==> config.mk <==
export PLATFORM = sky130hd
export DESIGN_NAME = rtc_secuenciador_flat
export DESIGN_NICKNAME = d
export VERILOG_FILES = /design/src/rtl/rtc_secuenciador_if.sv /design/src/rtl/rtc_secuenciador.sv /design/src/flat_wrapper.sv
export SDC_FILE = /design/constraint.sdc
export NUM_CORES = 1
export LEC_CHECK = 0
export CORE_MARGIN = 2
export CORE_UTILIZATION = 56
export CTS_CLUSTER_DIAMETER = 200
export DETAILED_ROUTE_END_ITERATION = 10
export DONT_BUFFER_PORTS = 1
export MAX_ROUTING_LAYER = met4
export PLACE_DENSITY = 0.81
export SLEW_MARGIN = 20
export SYNTH_ARGS = -nofsm -noshare
export SYNTH_HDL_FRONTEND = slang
export SYNTH_SLANG_ARGS = --single-unit
==> constraint.sdc <==
create_clock -name clk -period 4.05 [get_ports clk]
set_clock_uncertainty 0.05 [all_clocks]
set_input_delay 0 -clock clk [delete_from_list [all_inputs] [get_ports clk]]
set_output_delay 0 -clock clk [all_outputs]
set_load 0.01 [all_outputs]
==> src/rtl/rtc_secuenciador_if.sv <==
// rtl/rtc_secuenciador_if.sv - user-write, bus-engine and cached-register signals of the RTC scheduler
interface rtc_secuenciador_if;
    // User edit write request
    logic       wr_req;
    logic [7:0] wr_addr;
    logic [7:0] wr_data;
    logic       wr_ack;
    // Bus-protocol engine transaction handshake
    logic       txn_start;
    logic       txn_rw;
    logic [7:0] txn_addr;
    logic [7:0] txn_wdata;
    logic       txn_done;
    logic [7:0] txn_rdata;
    // Cached register values for the VGA path
    logic [7:0] seg;
    logic [7:0] min;
    logic [7:0] hora;
    logic [7:0] dia;
    logic [7:0] mes;
    logic [7:0] anio;
    logic [7:0] seg_t;
    logic [7:0] min_t;
    logic [7:0] hora_t;
    // Status
    logic       sweep_done;
    logic       init_done;
    logic       bus_error;

    modport master (
        input  wr_req, wr_addr, wr_data, txn_done, txn_rdata,
        output wr_ack, txn_start, txn_rw, txn_addr, txn_wdata,
        output seg, min, hora, dia, mes, anio, seg_t, min_t, hora_t,
        output sweep_done, init_done, bus_error
    );

    modport slave (
        output wr_req, wr_addr, wr_data, txn_done, txn_rdata,
        input  wr_ack, txn_start, txn_rw, txn_addr, txn_wdata,
        input  seg, min, hora, dia, mes, anio, seg_t, min_t, hora_t,
        input  sweep_done, init_done, bus_error
    );
endinterface

==> src/rtl/rtc_secuenciador.sv <==
// rtl/rtc_secuenciador.sv - RTC bus transaction scheduler: init writes, periodic read sweep, user write insertion
module rtc_secuenciador #(
    parameter int REFRESH_CYCLES = 2_000_000,
    parameter int TIMEOUT        = 1023
) (
    input  logic                clk,
    input  logic                reset,
    rtc_secuenciador_if.master  bus
);
    localparam int RW = (REFRESH_CYCLES > 1) ? $clog2(REFRESH_CYCLES) : 1;
    localparam int TW = $clog2(TIMEOUT + 1);
    localparam logic [RW-1:0] REF_LAST  = RW'(REFRESH_CYCLES - 1);
    localparam logic [TW-1:0] WAIT_LAST = TW'(TIMEOUT - 1);

    localparam logic [2:0] S_INIT_ISSUE = 3'd0;
    localparam logic [2:0] S_INIT_WAIT  = 3'd1;
    localparam logic [2:0] S_IDLE       = 3'd2;
    localparam logic [2:0] S_RD_ISSUE   = 3'd3;
    localparam logic [2:0] S_RD_WAIT    = 3'd4;
    localparam logic [2:0] S_WR_ISSUE   = 3'd5;
    localparam logic [2:0] S_WR_WAIT    = 3'd6;

    logic [2:0]    state_q, state_d;
    logic [1:0]    init_idx_q, init_idx_d;
    logic [3:0]    rd_idx_q, rd_idx_d;
    logic          sweep_active_q, sweep_active_d;
    logic          tick_pending_q, tick_pending_d;
    logic [RW-1:0] refresh_cnt_q, refresh_cnt_d;
    logic [TW-1:0] wait_cnt_q, wait_cnt_d;
    logic          txn_start_q, txn_start_d;
    logic          txn_rw_q, txn_rw_d;
    logic [7:0]    txn_addr_q, txn_addr_d;
    logic [7:0]    txn_wdata_q, txn_wdata_d;
    logic          wr_ack_q, wr_ack_d;
    logic          sweep_done_q, sweep_done_d;
    logic          init_done_q, init_done_d;
    logic          bus_error_q, bus_error_d;
    logic [7:0]    regs_q [9];
    logic [7:0]    regs_d [9];

    logic refresh_wrap;
    logic wait_end;

    function automatic logic [7:0] sweep_addr(input logic [3:0] idx);
        case (idx)
            4'd0:    sweep_addr = 8'h21;
            4'd1:    sweep_addr = 8'h22;
            4'd2:    sweep_addr = 8'h23;
            4'd3:    sweep_addr = 8'h24;
            4'd4:    sweep_addr = 8'h25;
            4'd5:    sweep_addr = 8'h26;
            4'd6:    sweep_addr = 8'h41;
            4'd7:    sweep_addr = 8'h42;
            default: sweep_addr = 8'h43;
        endcase
    endfunction

    function automatic logic [15:0] init_word(input logic [1:0] idx);
        case (idx)
            2'd0:    init_word = 16'h02_10;
            2'd1:    init_word = 16'h02_00;
            default: init_word = 16'h10_D2;
        endcase
    endfunction

    assign refresh_wrap = (refresh_cnt_q == REF_LAST);
    // A WAIT cycle ends the transaction on done, or on the last allowed cycle without done
    assign wait_end     = bus.txn_done || (wait_cnt_q == WAIT_LAST);

    // Next-state: sequencing FSM, refresh tick, transaction outputs and read cache
    always_comb begin
        state_d        = state_q;
        init_idx_d     = init_idx_q;
        rd_idx_d       = rd_idx_q;
        sweep_active_d = sweep_active_q;
        tick_pending_d = tick_pending_q;
        refresh_cnt_d  = refresh_wrap ? '0 : refresh_cnt_q + 1'b1;
        wait_cnt_d     = wait_cnt_q + 1'b1;
        txn_start_d    = 1'b0;
        txn_rw_d       = txn_rw_q;
        txn_addr_d     = txn_addr_q;
        txn_wdata_d    = txn_wdata_q;
        wr_ack_d       = 1'b0;
        sweep_done_d   = 1'b0;
        init_done_d    = init_done_q;
        bus_error_d    = bus_error_q;
        regs_d         = regs_q;

        case (state_q)
            S_INIT_ISSUE: begin
                txn_start_d = 1'b1;
                txn_rw_d    = 1'b0;
                txn_addr_d  = init_word(init_idx_q)[15:8];
                txn_wdata_d = init_word(init_idx_q)[7:0];
                wait_cnt_d  = '0;
                state_d     = S_INIT_WAIT;
            end
            S_INIT_WAIT: begin
                if (wait_end) begin
                    if (!bus.txn_done) bus_error_d = 1'b1;
                    if (init_idx_q == 2'd2) begin
                        init_done_d = 1'b1;
                        state_d     = S_IDLE;
                    end else begin
                        init_idx_d = init_idx_q + 2'd1;
                        state_d    = S_INIT_ISSUE;
                    end
                end
            end
            S_IDLE: begin
                if (bus.wr_req) begin
                    state_d = S_WR_ISSUE;
                end else if (tick_pending_q) begin
                    tick_pending_d = 1'b0;
                    rd_idx_d       = 4'd0;
                    sweep_active_d = 1'b1;
                    state_d        = S_RD_ISSUE;
                end
            end
            S_RD_ISSUE: begin
                txn_start_d = 1'b1;
                txn_rw_d    = 1'b1;
                txn_addr_d  = sweep_addr(rd_idx_q);
                txn_wdata_d = 8'h00;
                wait_cnt_d  = '0;
                state_d     = S_RD_WAIT;
            end
            S_RD_WAIT: begin
                if (wait_end) begin
                    if (bus.txn_done) begin
                        if (rd_idx_q < 4'd9) regs_d[rd_idx_q] = bus.txn_rdata;
                    end else begin
                        bus_error_d = 1'b1;
                    end
                    rd_idx_d = rd_idx_q + 4'd1;
                    // The last read closes the sweep even if a user write follows it
                    if (rd_idx_q >= 4'd8) begin
                        sweep_done_d   = 1'b1;
                        sweep_active_d = 1'b0;
                        state_d        = bus.wr_req ? S_WR_ISSUE : S_IDLE;
                    end else begin
                        state_d = bus.wr_req ? S_WR_ISSUE : S_RD_ISSUE;
                    end
                end
            end
            S_WR_ISSUE: begin
                txn_start_d = 1'b1;
                txn_rw_d    = 1'b0;
                txn_addr_d  = bus.wr_addr;
                txn_wdata_d = bus.wr_data;
                wait_cnt_d  = '0;
                state_d     = S_WR_WAIT;
            end
            S_WR_WAIT: begin
                if (wait_end) begin
                    if (!bus.txn_done) bus_error_d = 1'b1;
                    wr_ack_d = 1'b1;
                    // Resume without re-checking wr_req so only one write fits per read boundary
                    state_d  = sweep_active_q ? S_RD_ISSUE : S_IDLE;
                end
            end
            default: state_d = S_IDLE;
        endcase

        // Single-deep tick flag; a wrap while pending is absorbed
        if (refresh_wrap) tick_pending_d = 1'b1;
    end

    // State registers with asynchronous clear
    always_ff @(posedge clk or posedge reset) begin
        if (reset) begin
            state_q        <= S_INIT_ISSUE;
            init_idx_q     <= '0;
            rd_idx_q       <= '0;
            sweep_active_q <= 1'b0;
            tick_pending_q <= 1'b0;
            refresh_cnt_q  <= '0;
            wait_cnt_q     <= '0;
            txn_start_q    <= 1'b0;
            txn_rw_q       <= 1'b0;
            txn_addr_q     <= '0;
            txn_wdata_q    <= '0;
            wr_ack_q       <= 1'b0;
            sweep_done_q   <= 1'b0;
            init_done_q    <= 1'b0;
            bus_error_q    <= 1'b0;
            regs_q         <= '{default: 8'h00};
        end else begin
            state_q        <= state_d;
            init_idx_q     <= init_idx_d;
            rd_idx_q       <= rd_idx_d;
            sweep_active_q <= sweep_active_d;
            tick_pending_q <= tick_pending_d;
            refresh_cnt_q  <= refresh_cnt_d;
            wait_cnt_q     <= wait_cnt_d;
            txn_start_q    <= txn_start_d;
            txn_rw_q       <= txn_rw_d;
            txn_addr_q     <= txn_addr_d;
            txn_wdata_q    <= txn_wdata_d;
            wr_ack_q       <= wr_ack_d;
            sweep_done_q   <= sweep_done_d;
            init_done_q    <= init_done_d;
            bus_error_q    <= bus_error_d;
            regs_q         <= regs_d;
        end
    end

    assign bus.txn_start  = txn_start_q;
    assign bus.txn_rw     = txn_rw_q;
    assign bus.txn_addr   = txn_addr_q;
    assign bus.txn_wdata  = txn_wdata_q;
    assign bus.wr_ack     = wr_ack_q;
    assign bus.sweep_done = sweep_done_q;
    assign bus.init_done  = init_done_q;
    assign bus.bus_error  = bus_error_q;
    assign bus.seg        = regs_q[0];
    assign bus.min        = regs_q[1];
    assign bus.hora       = regs_q[2];
    assign bus.dia        = regs_q[3];
    assign bus.mes        = regs_q[4];
    assign bus.anio       = regs_q[5];
    assign bus.seg_t      = regs_q[6];
    assign bus.min_t      = regs_q[7];
    assign bus.hora_t     = regs_q[8];
endmodule

==> src/flat_wrapper.sv <==
// flat-port wrapper written by rule: the top's interface ports become plain ports
module rtc_secuenciador_flat 
#(
    parameter int REFRESH_CYCLES = 2_000_000,
    parameter int TIMEOUT        = 1023
)
  (clk, reset, bus_wr_req, bus_wr_addr, bus_wr_data, bus_txn_done, bus_txn_rdata, bus_wr_ack, bus_txn_start, bus_txn_rw, bus_txn_addr, bus_txn_wdata, bus_seg, bus_min, bus_hora, bus_dia, bus_mes, bus_anio, bus_seg_t, bus_min_t, bus_hora_t, bus_sweep_done, bus_init_done, bus_bus_error);
  rtc_secuenciador_if bus_i ();
  input  logic clk;
  input  logic reset;
  input wire logic [$bits(bus_i.wr_req)-1:0] bus_wr_req;
  input wire logic [$bits(bus_i.wr_addr)-1:0] bus_wr_addr;
  input wire logic [$bits(bus_i.wr_data)-1:0] bus_wr_data;
  input wire logic [$bits(bus_i.txn_done)-1:0] bus_txn_done;
  input wire logic [$bits(bus_i.txn_rdata)-1:0] bus_txn_rdata;
  output wire logic [$bits(bus_i.wr_ack)-1:0] bus_wr_ack;
  output wire logic [$bits(bus_i.txn_start)-1:0] bus_txn_start;
  output wire logic [$bits(bus_i.txn_rw)-1:0] bus_txn_rw;
  output wire logic [$bits(bus_i.txn_addr)-1:0] bus_txn_addr;
  output wire logic [$bits(bus_i.txn_wdata)-1:0] bus_txn_wdata;
  output wire logic [$bits(bus_i.seg)-1:0] bus_seg;
  output wire logic [$bits(bus_i.min)-1:0] bus_min;
  output wire logic [$bits(bus_i.hora)-1:0] bus_hora;
  output wire logic [$bits(bus_i.dia)-1:0] bus_dia;
  output wire logic [$bits(bus_i.mes)-1:0] bus_mes;
  output wire logic [$bits(bus_i.anio)-1:0] bus_anio;
  output wire logic [$bits(bus_i.seg_t)-1:0] bus_seg_t;
  output wire logic [$bits(bus_i.min_t)-1:0] bus_min_t;
  output wire logic [$bits(bus_i.hora_t)-1:0] bus_hora_t;
  output wire logic [$bits(bus_i.sweep_done)-1:0] bus_sweep_done;
  output wire logic [$bits(bus_i.init_done)-1:0] bus_init_done;
  output wire logic [$bits(bus_i.bus_error)-1:0] bus_bus_error;
  assign bus_i.wr_req = bus_wr_req;
  assign bus_i.wr_addr = bus_wr_addr;
  assign bus_i.wr_data = bus_wr_data;
  assign bus_i.txn_done = bus_txn_done;
  assign bus_i.txn_rdata = bus_txn_rdata;
  assign bus_wr_ack = bus_i.wr_ack;
  assign bus_txn_start = bus_i.txn_start;
  assign bus_txn_rw = bus_i.txn_rw;
  assign bus_txn_addr = bus_i.txn_addr;
  assign bus_txn_wdata = bus_i.txn_wdata;
  assign bus_seg = bus_i.seg;
  assign bus_min = bus_i.min;
  assign bus_hora = bus_i.hora;
  assign bus_dia = bus_i.dia;
  assign bus_mes = bus_i.mes;
  assign bus_anio = bus_i.anio;
  assign bus_seg_t = bus_i.seg_t;
  assign bus_min_t = bus_i.min_t;
  assign bus_hora_t = bus_i.hora_t;
  assign bus_sweep_done = bus_i.sweep_done;
  assign bus_init_done = bus_i.init_done;
  assign bus_bus_error = bus_i.bus_error;
  rtc_secuenciador #(.REFRESH_CYCLES(REFRESH_CYCLES), .TIMEOUT(TIMEOUT)) u_core (.clk(clk), .reset(reset), .bus(bus_i));
endmodule
# --- Yosys cells after proc, flatten, opt, wreduce, memory -nomap -nowiden ---
# Memory sizes are Yosys's and may differ from the RTL's.
# Index checks and enable logic that the tools add are counted.
word_totals:
  in_bits: 28
  mem_count: 1
  output_inout_bits: 94
  rom_bits: 40
  word_cells: 112
  register_bits: 136
op_classes:
  muxes: 39
  n_addsub: 4
  magnitude_cmp: 4
  bitwise_logic: 3
  eq_ne: 18
  n_reduce_logical: 19
mem_list:
  columns: ["name", "depth", "word_bits", "read_ports", "rd_ports_with_merged_regs", "write_ports", "line", "rtl"]
  rows:
  - ["(name not given)", 8, 5, 1, 0, 0, "rtc_secuenciador.sv:45", "case (idx)"]
op_table:
  columns: ["op", "count"]
  rows:
  - ["$bwmux 72", 1]
  - ["$pmux 8 s3", 2]
  - ["$demux 8 s4", 1]
  - ["$pmux 13 s2", 1]
  - ["$mux 3", 8]
  - ["$add 21x1->21 const B", 1]
  - ["$eq 21x21->1 const B", 1]
  - ["$mux 21", 1]
  - ["$pmux 3 s7", 1]
  - ["$mux 8", 2]
  - ["$mux 1", 14]
  - ["$mux 4", 3]
  - ["$ne 2x1->1 const B", 6]
  - ["$reduce_and 4->1", 3]
  - ["$add 10x1->10 const B", 1]
  - ["$eq 10x10->1 const B", 1]
  - ["$mux 10", 1]
  - ["$eq 3x3->1 const B", 3]
  - ["$reduce_and 3->1", 3]
  - ["$pmux 4 s2", 1]
  - ["$eq 3x2->1 const B", 2]
  - ["$reduce_bool 2->1", 3]
  - ["$reduce_or 3->1", 2]
  - ["$ge 5x5->1 const B", 1]
  - ["22 further kinds", 24]

# --- Logic depth before layout (Yosys ltp) ---
depth:
  depth_word: 6
  mapped_depth: 6
  depth_no_buf: 6

# --- Worst setup path after synthesis ---
# OpenSTA, ideal clock, no wires.
synth_path:
  path_type: "reg-to-reg"
  startpoint: "register u_core.refresh_cnt_q[0]"
  endpoint: "register u_core.refresh_cnt_q[20]"
  required_ns: 3.921
  synth_period_minus_slack_ns: 1.797
  setup_ns: 0.079
  arrival_ns: 1.667
  n_path_buf: 1
  path_slack_ns: 2.253
  path_stages_with_launch: 7
  path_cell_list: "dfrtp_1 -> ha_1 -> and3_2 -> buf_2 -> nand4_1 -> nor4_1 -> mux2i_1"
synth_via:
  elab_chain_cells: 2
  elab_cells_between_ends: 3
  cone_classes: "add/sub (1); eq/ne (1); mux (1)"
synth_rtl:
  columns: ["element", "line", "rtl"]
  rows:
  - ["from (decl)", "rtc_secuenciador.sv:28", "logic [RW-1:0] refresh_cnt_q, refresh_cnt_d;"]
  - ["from (signal assigned)", "rtc_secuenciador.sv:194", "refresh_cnt_q <= refresh_cnt_d;"]
  - ["$add 21x1->21 / $eq 21x21->1 (equally long branches)", "rtc_secuenciador.sv:77, rtc_secuenciador.sv:66", null]
  - ["$mux 21 *", "rtc_secuenciador.sv:77", "refresh_cnt_d = refresh_wrap ? '0 : refresh_cnt_q + 1'b1;"]
  - ["named net u_core.refresh_cnt_d[20]", "rtc_secuenciador.sv:28", null]
# Mark *: on every way through the listed nets, which the timed path passes. The rest lies on a longest branch.
# A chain may end at the register's enable or synchronous reset.

# --- Worst setup path after layout ---
layout_path:
  startpoint: "register u_core.state_q[0]"
  endpoint: "register u_core.txn_addr_q[1] (netlist: u_core.bus.txn_addr[1])"
layout_via:
  elab_chain_cells: 2
  elab_cells_between_ends: 5
  cone_classes: "eq/ne (2); mux (1); reduce/logical (2)"
layout_rtl:
  columns: ["element", "line", "rtl"]
  rows:
  - ["from (decl)", "rtc_secuenciador.sv:23", "logic [2:0] state_q, state_d;"]
  - ["from (signal assigned)", "rtc_secuenciador.sv:189", "state_q <= state_d;"]
  - ["$eq 3x3->1, or another cell as far along", "rtc_secuenciador.sv:89", "case (state_q)"]
  - ["$pmux 8 s3 / $reduce_bool 3->1 (equally long branches)", null, null]
  - ["to (signal assigned)", "rtc_secuenciador.sv:198", "txn_addr_q <= txn_addr_d;"]
  - ["to (decl)", "rtc_secuenciador.sv:32", "logic [7:0] txn_addr_q, txn_addr_d;"]
# Parallel ways exist; a longest one is shown, timed or not.

==> results.tsv <==
stage	metric	value	unit
critical_path	endpoint_kind	flop	
critical_path	required	4450	ps
synthesis	synth_mux_area_share	16.2	%
critical_path	path_class	reg2reg	
power_and_ir_drop	leakage	3.29	nW
critical_path	cp_max_fo	27	
route	drt-wirelength-per-cell	20.2	um
sta	period_needed	2850	ps
synthesis	synth-seq-cells	136	
sta	max_slew_margin	38.1	%
synthesis	netlist_area	6060	um2
sta	final_hold_viol_count	0	
route	viasPerCell	6.07	
synthesis	avgSynthCellArea	12.2	um2
power_and_ir_drop	seq_power_share	47.5	%
power_and_ir_drop	clkPwrFrac	30.3	%
power_and_ir_drop	power_density	707	nW/um2
cells_and_area	synthToLayoutAreaGrowth	15.8	%
clocking	clock_sinks	136	
cells_and_area	utilization	67.3	%
synthesis	synth-edff-count	0	
sta	setup_ws	1200	ps
sta	finalSetupViolations	0	
synthesis	synth_xor_area_share	3.33	%
critical_path	start_kind	flop	
critical_path	crit_slowest_cell	dfrtp_1	
power_and_ir_drop	power_frac_comb	22.2	%
synthesis	synth_compound_area_share	7.71	%
placed_design	dp_hpwl	8.68	mm
global_routing	antenna_found_initial	0	
critical_path	ff2ff_path_depth	4	
power_and_ir_drop	p_int	3.21	mW
floorplan	die-area	11700	um2
sta	tightest_slew	902	ps
synthesis	synthDistinctLibCells	60	
synthesis	yosys.area.top_type_share	56.2	%
cells_and_area	drive_above_1_share	22.5	%
floorplan	pin_count	122	
sta	fmax	351	MHz
global_routing	grt_max_degree	71	
critical_path	cp_num_cells	4	
floorplan	fp.dieH	108	um
synthesis	syn_inst	496	
run_status	outcome	finished, final reports clean	
critical_path	r2r-start	u_core.state_q[0]	
global_routing	grtUsageTotal	25.3	%
route	via_count	4092	
critical_path	cp.arrival	3250	ps
clocking	clkTransAtPathRegs	60	ps
sta	fin_tns_setup	0	ps
sta	drv_slew	0	
synthesis	yosysTopAreaCell	dfrtp_1	
floorplan	fp-row-count	37	
clocking	cts_resized	0	
synthesis	synth-simple-area-share	11.4	%
placed_design	postPlaceCellArea	6160	um2
critical_path	critPathMaxStageDelay	920	ps
clocking	clockBufferDepth	2	
clocking	h-tree-depth	4	
job	drv_cap	0	
synthesis	synth_nets	536	
global_routing	grt_pass1_vias	4123	
route	wl	13.6	mm
clocking	cts_setup_buffers	0	
synthesis	async_reset_ff_share	100	%
route	remaining_drc_errors	0	
global_routing	gr-total-overflow	0	
power_and_ir_drop	switchingPower	1.75	mW
route	drt_first_pass_iters	5	
critical_path	path_buf_inv	0	
placed_design	dp_slack	1320	ps
route	drt_iter0_drc	477	
placed_design	io_buffers	0	
synthesis	synth_top_family_by_area	multiplexers	
power_and_ir_drop	p_sw_share	35.2	%
sta	finalCritPeriodShare	70.4	%
clocking	cts_tree	yes	
clocking	cts-root-buf	clkbuf_8	
floorplan	initial_core_util	58.1	%
critical_path	critical-path-top-delay-family	flip-flops	
min_path	hold_path.class	in2async	
cells_and_area	finalInstanceArea	7010	um2
critical_path	cp_cell_sequence	nand2b_1 -> mux2i_1 -> o22ai_1 -> a21oi_1	
synthesis	ys.flop_type	dfrtp_1	
sta	rsz0062_at_grt	no	
placed_design	gp_congestion	0.828	
clocking	cts_buffers	17	
critical_path	crit_start	u_core.state_q[0]	
synthesis	synth_area_leaders	dfrtp_1, mux2_2, mux2i_1	
synthesis	yosysWarnings	0	
cells_and_area	diodes	0	
synthesis	synth-seq-area-share	56.2	%
floorplan	core-area	10400	um2
cells_and_area	fin_nets	565	
power_and_ir_drop	vdd_drop_max	0.376	mV
cells_and_area	num-fill-cells	695	
power_and_ir_drop	fin_total_pwr	4.96	mW
clocking	clkLatencyLatePin	520	ps
route	antenna_left	0	
global_routing	grt_pass1_wl	21.9	mm
synthesis	synth_fa_ha_area_share	2.64	%
floorplan	fp.dieW	108	um
[logic make-up after synthesis]
kind of cell	after synthesis
adder cells (fa/ha/maj)	13
multiplexers	89
AND/OR/NAND/NOR	125
AO/OA/AOI/OAI	74
buffers and inverters	36
XOR/XNOR	23
flip-flops	136
[timing repair]
item / CTS / global route
endpoints found under the hold margin: 171 / 0
hold buffers: 27 / 0
setup endpoints to repair: 0 / 0
[state kept, by name, summed over array words and instances (netlist names), 2 cells and up]
name                  cells
u_core.bus.seg            8
u_core.wait_cnt_q        10
u_core.refresh_cnt_q     21
u_core.bus.seg_t          8
u_core.bus.min            8
u_core.init_idx_q         2
u_core.state_q            3
u_core.bus.dia            8
u_core.bus.hora_t         8
u_core.bus.anio           8
u_core.rd_idx_q           4
u_core.bus.txn_wdata      8
u_core.bus.hora           8
u_core.bus.mes            8
u_core.bus.txn_addr       8
u_core.bus.min_t          8
[metrics by stage]
stage / std cells / hold slack [ps]
final: 674 / 63.8
after global routing: 674 / 103
after CTS: 674 / 81.1
after detailed placement: 615 / 59.0
after global placement: 615 / 34.1
after floorplan: 496 / 81.7
[cell usage after synthesis, types with 3 or more instances]
cell,count
ha_1,12
mux2_2,71
clkbuf_1,9
nand3_1,11
o22ai_1,8
o221ai_1,4
xnor2_1,11
nand2_2,3
or2_2,3
dfrtp_1,136
nor3_1,9
a221oi_1,3
and3_1,3
o21ai_0,22
nor4_1,5
or3_1,4
buf_2,8
xor2_1,12
and4_1,4
nor2_1,30
mux2i_1,16
a21oi_1,16
nand2_1,25
o31ai_1,4
inv_1,16
nand2b_1,4
nand4_1,7
[final cells by class]
cell class	count	area [um2]	area share (%)
Inverter	16	62.6	0.892
Clock inverter	10	118	1.68
Timing Repair Buffer	30	293	4.17
Multi-Input combinational cell	324	2500	35.7
Clock buffer	22	463	6.60
Tap cell	136	170	2.43
Sequential cell	136	3400	48.5
[layout by cell type, fill, tap and decap left out, drive strengths merged, types with 3 or more instances in the layout]
| cell type | count |
|---|---|
| dlygate4sd3 | 27 |
| dfrtp | 136 |
| o31ai | 4 |
| o21ai | 22 |
| nand3 | 12 |
| a21oi | 16 |
| clkbuf | 22 |
| inv | 18 |
| mux2 | 73 |
| buf | 3 |
| and4 | 5 |
| ha | 12 |
| a221oi | 3 |
| or2 | 3 |
| xor2 | 12 |
| or3 | 4 |
| nand2 | 28 |
| nand4 | 7 |
| and3 | 4 |
| nand2b | 4 |
| mux2i | 16 |
| nor3 | 11 |
| nor2 | 30 |
| xnor2 | 11 |
| o221ai | 4 |
| nor4 | 5 |
| o22ai | 8 |
| clkinvlp | 4 |
[power by group through the flow]
stage / logic [mW] / clock network [mW] / registers (mW)
CTS: 1.08 / 1.52 / 2.34
global route: 1.24 / 1.59 / 2.41
detailed placement: 1.03 / 0 / 2.36
global placement: 0.982 / 0 / 2.34
floorplan: 0.979 / 0 / 2.15
finish: 1.10 / 1.50 / 2.36
[worst paths after layout]
kind | end | slack [ps]
max in group asynchronous | u_core.bus.hora[6] | 2880
worst max-delay path | u_core.bus.txn_addr[1] | 1200
worst max register to register | u_core.bus.txn_addr[1] | 1200
worst min register to register | u_core.refresh_cnt_q[20] | 430
min in group clk | u_core.bus.anio[6] | 80
worst min-delay path | u_core.bus.dia[0] | 60
[layer usage]
metal	part of all wire (%)	up-vias	GRT usage, %
met4	1.5	0	7.88
li1	-	1835	-
met2	49	183	39.4
met1	41	2047	30.8
met5	0	-	-
met3	9.3	27	9.58
(Power assumes the default switching activity.)
